<file path="src/rtl/fp_wrap_pkg.sv">
// fp_wrap_pkg: shared constants for the handshake wrappers around
// the fixed-latency floating-point cores of the effects datapath.
package fp_wrap_pkg;

    localparam int FP_W = 32;
    localparam int DEFAULT_FP_LATENCY = 17;

    // Enabled-edge latencies of the generated megafunctions
    localparam int FP_EXP_LAT = 17;
    localparam int FP_ADD_LAT = 7;
    localparam int FP_MUL_LAT = 5;
    localparam int FP_DIV_LAT = 6;

    function automatic int busy_w(input int lat);
        return $clog2(lat + 2);
    endfunction

endpackage

</file>
<file path="src/rtl/fp_valid_pipe.sv">
// fp_valid_pipe: enable-gated valid + tag shift register that tracks
// which core pipeline stages hold a live operation.
module fp_valid_pipe
    import fp_wrap_pkg::*;
#(
    parameter int LATENCY = DEFAULT_FP_LATENCY,
    parameter int TAG_W   = 4
) (
    input  logic             clock,
    input  logic             reset,
    input  logic             en,
    input  logic             in_valid,
    input  logic [TAG_W-1:0] in_tag,
    output logic             out_valid,
    output logic [TAG_W-1:0] out_tag
);

    logic [LATENCY-1:0] vsr;
    logic [TAG_W-1:0]   tag_q [LATENCY];

    always_ff @(posedge clock) begin
        if (reset) begin
            vsr <= '0;
            for (int i = 0; i < LATENCY; i++)
                tag_q[i] <= '0;
        end else if (en) begin
            vsr[0]   <= in_valid;
            tag_q[0] <= in_tag;
            for (int i = 1; i < LATENCY; i++) begin
                vsr[i]   <= vsr[i-1];
                tag_q[i] <= tag_q[i-1];
            end
        end
    end

    assign out_valid = vsr[LATENCY-1];
    assign out_tag   = tag_q[LATENCY-1];

endmodule

</file>
<file path="src/rtl/fp_pipe_wrapper.sv">
// fp_pipe_wrapper: valid/ready wrapper for a fixed-latency clock-enabled
// FP core; back-pressure freezes the core instead of dropping results.
module fp_pipe_wrapper
    import fp_wrap_pkg::*;
#(
    parameter int LATENCY = DEFAULT_FP_LATENCY,
    parameter int DATA_W  = FP_W,
    parameter int TAG_W   = 4
) (
    input  logic                        clock,
    input  logic                        reset,
    input  logic                        in_valid,
    output logic                        in_ready,
    input  logic [DATA_W-1:0]           in_dataa,
    input  logic [DATA_W-1:0]           in_datab,
    input  logic [TAG_W-1:0]            in_tag,
    output logic                        out_valid,
    input  logic                        out_ready,
    output logic [DATA_W-1:0]           out_result,
    output logic [TAG_W-1:0]            out_tag,
    output logic [busy_w(LATENCY)-1:0]  busy_count,
    output logic                        idle,
    output logic                        core_clk_en,
    output logic [DATA_W-1:0]           core_dataa,
    output logic [DATA_W-1:0]           core_datab,
    input  logic [DATA_W-1:0]           core_result
);

    localparam int BW = busy_w(LATENCY);
    localparam logic [BW-1:0] BUSY_ONE = BW'(1);

    logic             pipe_valid;
    logic [TAG_W-1:0] pipe_tag;
    logic             stall;
    logic             accept;
    logic             drain;
    logic             capture;

    assign stall   = pipe_valid && out_valid && !out_ready;
    assign accept  = in_valid && in_ready;
    assign drain   = out_valid && out_ready;
    assign capture = pipe_valid && !stall;

    // Keep the core running through reset so stale stages flush out
    assign core_clk_en = !stall || reset;
    assign in_ready    = !stall && !reset;
    assign idle        = (busy_count == '0);
    assign core_dataa  = in_dataa;
    assign core_datab  = in_datab;

    fp_valid_pipe #(
        .LATENCY (LATENCY),
        .TAG_W   (TAG_W)
    ) u_vpipe (
        .clock     (clock),
        .reset     (reset),
        .en        (core_clk_en),
        .in_valid  (accept),
        .in_tag    (in_tag),
        .out_valid (pipe_valid),
        .out_tag   (pipe_tag)
    );

    always_ff @(posedge clock) begin
        if (reset) begin
            out_valid  <= 1'b0;
            out_result <= '0;
            out_tag    <= '0;
        end else if (capture) begin
            out_valid  <= 1'b1;
            out_result <= core_result;
            out_tag    <= pipe_tag;
        end else if (out_ready) begin
            out_valid  <= 1'b0;
        end
    end

    always_ff @(posedge clock) begin
        if (reset)
            busy_count <= '0;
        else if (accept && !drain)
            busy_count <= busy_count + BUSY_ONE;
        else if (drain && !accept)
            busy_count <= busy_count - BUSY_ONE;
    end

endmodule

</file>
<file path="config.mk">
export PLATFORM = sky130hd
export DESIGN_NAME = fp_pipe_wrapper
export DESIGN_NICKNAME = d
export VERILOG_FILES = /design/src/rtl/fp_wrap_pkg.sv /design/src/rtl/fp_valid_pipe.sv /design/src/rtl/fp_pipe_wrapper.sv
export SDC_FILE = /design/constraint.sdc
export NUM_CORES = 1
export LEC_CHECK = 0
export BUFFER_PORTS_ARGS = -buffer_cell sky130_fd_sc_hd__buf_2
export CORE_MARGIN = 4
export CORE_UTILIZATION = 50
export DETAILED_ROUTE_END_ITERATION = 7
export PLACE_DENSITY_LB_ADDON = 0.15
export REMOVE_ABC_BUFFERS = 1
export SETUP_SLACK_MARGIN = 0.1
export SLEW_MARGIN = 10
export SYNTH_ARGS = -nofsm -noshare
export SYNTH_HDL_FRONTEND = slang
export SYNTH_SLANG_ARGS = --single-unit
</file>
<file path="constraint.sdc">
create_clock -name clock -period 5.3 [get_ports clock]
set_clock_uncertainty 0.05 [all_clocks]
set_input_delay 0.795 -clock clock [delete_from_list [all_inputs] [get_ports clock]]
set_output_delay 0.795 -clock clock [all_outputs]
set_load 0.05 [all_outputs]
</file>
==> flow_summary_export.csv <==
group,metric,value,unit
outcome,status,"completed",
clock_network,htreeDepth,4,
finish,seqCellArea,0.00322,sq mm
setup_path,critPathKind,"flip-flop to output port",
synthesis,synthCells,451,
route,viasPerCell,5.14,
job,max_cap_viol_count,0,
worst_hold_path,hold_path_class,"flip-flop to flip-flop",
timing,setup_slack,2.42,ns
synthesis,ys_ff_latch,127,
route,drt_iter0_drc,245,
finish,n_fill_cell,851,
place,gp_congestion,0.749,
finish,finalNonFillerCells,617,
route,post-route-drc-count,0,
synthesis,synth_common_cells,"nand2_1, buf_4, and2_1, edfxtp_1, dfxtp_1",
place,dp.final_hpwl,8.63,mm
route,drtPass1Iterations,4,
synthesis,synth-compound-area-share,7.14,%
die,core_area,0.00991,sq mm
synthesis,synth_top_area_share,39.5,%
clock_network,clock_sinks,127,
timing,setup_tns,0,ns
global_routing,grt_pass1_vias,2960,
finish,fin_nets,580,
synthesis,syn_avg_cell_area,11.5,sq um
timing,hold_violations,0,
place,dp_slack,2.25,ns
clock_network,clk_pin_slew,0.06,ns
synthesis,ys_async_sr_fraction,0,%
timing,finalCritPeriodShare,54.4,%
power_and_ir_drop,p_leak,2.47,nW
global_routing,grt_start_max_net_pins,85,
die,die_y,110,um
synthesis,synth_edf_count,68,
timing,tightestPinTransition,0.844,ns
timing,setup_violations,0,
clock_network,cts_tree,"built",
synthesis,ys_types,32,
synthesis,synth.most_common_cell,"nand2_1",
synthesis,synth-simple-area-share,16.1,%
synthesis,synth_ff_type,"edfxtp_1",
route,wl_per_cell,20.8,um
clock_network,cts_resized,0,
global_routing,antenna_found_initial,0,
synthesis,synth_area_leaders,"edfxtp_1, dfxtp_1, buf_4",
synthesis,ys_warn_count,0,
setup_path,critPathRequiredTime,4.45,ns
synthesis,synth.area.mux_share,0.411,%
timing,min_period,2.88,ns
setup_path,crit_path_start_kind,"flip-flop",
clock_network,cts_buffers,17,
global_routing,grt-ovfl-total,0,
setup_path,worstPathArrival,2.04,ns
setup_path,crit_fanout,84,
timing,slew_viol_final,0,
power_and_ir_drop,powerDensity,387,mW/mm^2
timing,slew-limit-headroom,43.7,%
synthesis,synth_top_family_by_area,"simple AND/OR/NAND/NOR gates",
synthesis,yosysSeqAreaShare,62.3,%
finish,multi_input_comb_area,0.00132,sq mm
route,vias,3171,
die,initial_core_util,52.2,%
synthesis,synth_xor_area_share,0.339,%
timing,fmax,347,MHz
synthesis,synth_fa_ha_area_share,1.36,%
die,num_rows,36,
global_routing,grt_pass1_wl,18.5,mm
route,wirelength,12.9,mm
power_and_ir_drop,ir_drop,0.192,mV
die,die_w,110,um
clock_network,cts_buffer_depth,2,
route,ant_nets,0,
finish,syn2layout_area_growth,11.3,%
finish,drive_gt1_share,25.8,%
clock_network,cts-root-buf,"clkbuf_8",
die,die_area,0.0120,sq mm
clock_network,clock_latency,0.51,ns
synthesis,syn_area,0.00517,sq mm
timing,rsz0062_at_grt,"false",
place,portBuffers,84,
die,ioPinCount,213,
clock_network,cts_hold_buf,0,
finish,antennaDiodeCount,0,
clock_network,postCtsSetupBuffers,0,
global_routing,track_usage,21.8,%
place,dp.cells,585,
synthesis,netlist.top_cell.by_area,"edfxtp_1",
setup_path,worstSetupEndpointType,"output port",
worst paths after layout:
| check | startpoint | endpoint | slack (ns) | cells after the start |
|---|---|---|---|---|
| worst max-delay path | out_valid$_SDFFE_PP0P_ | in_ready | 2.42 | 4 |
| worst min-delay path | out_result[16]$_SDFFE_PP0P_ | out_result[16]$_SDFFE_PP0P_ | 0.40 | 2 |
| worst max register to register | out_valid$_SDFFE_PP0P_ | busy_count[4]$_SDFFE_PP0P_ | 2.79 | 10 |
| worst min register to register | out_result[16]$_SDFFE_PP0P_ | out_result[16]$_SDFFE_PP0P_ | 0.40 | 2 |
critical path, stage by stage (launching register included):
cell,delay [ns]
dfxtp_1,0.32
nor2b_4,0.15
a21oi_4,0.15
buf_4,0.52
buf_2,0.38
placed cells by master, fill, tap and decap left out, types with 2 or more instances in the layout:
master,n
buf_2,84
nand2_1,75
and2_1,69
edfxtp_1,68
dfxtp_1,59
a21oi_1,40
clkbuf_16,18
a22o_1,15
nor2_1,11
buf_4,5
ha_1,4
clkinv_4,4
a21o_1,2
clkbuf_1,2
clkinv_2,2
inv_4,2
logic make-up after synthesis:
group	count (synthesis)
AND/OR/NAND/NOR	165
flip-flops	127
buffers and inverters	90
AO/OA/AOI/OAI	60
adder cells (fa/ha/maj)	5
XOR/XNOR	2
multiplexers	2
power breakdown:
part           leakage (nW)  internal [mW]  switching (mW)
registers              1.31           1.04         0.00620
clock network         0.283          0.680           0.414
logic                 0.876         0.0317          0.0553
total                  2.47           1.75           0.475
per-stage QoR:
| stage | instance area [sq um] | utilization (%) | power (mW) | hold slack, ns |
|---|---|---|---|---|
| after floorplan | 4540 | - | 1.12 | 0.377 |
| final | 5750 | 58.0 | 2.22 | 0.402 |
| after global routing | 5750 | 58.0 | 2.31 | 0.423 |
| after detailed placement | 5180 | 52.2 | 1.15 | 0.397 |
| after global placement | 5180 | 52.2 | 1.15 | 0.389 |
| after CTS | 5750 | 58.0 | 2.25 | 0.405 |
sequential cells by signal, indices dropped and copies added, names as in the netlist:
name           count
out_valid          1
u_vpipe.tag_q     68
busy_count         5
out_tag            4
u_vpipe.vsr       17
out_result        32
per-layer routing:
metal  GRT usage [%]  part of all wire, %  vias up
li1                -                    -     1482
met1            24.9                   38     1472
met2            26.9                   40      185
met3            21.0                   19       24
met4            7.03                  1.3        8
met5            15.6                  1.4        -
area by class of cell:
| type | instances | share of cell area [%] |
|---|---|---|
| clock inverter | 11 | 1.81 |
| timing repair buffer | 89 | 7.96 |
| inverter | 2 | 0.131 |
| tap | 133 | 2.89 |
| sequential | 127 | 56.0 |
| multi-input combinational | 234 | 23.0 |
| clock buffer | 21 | 8.20 |
Note: power is estimated with default switching activity, not from simulation.
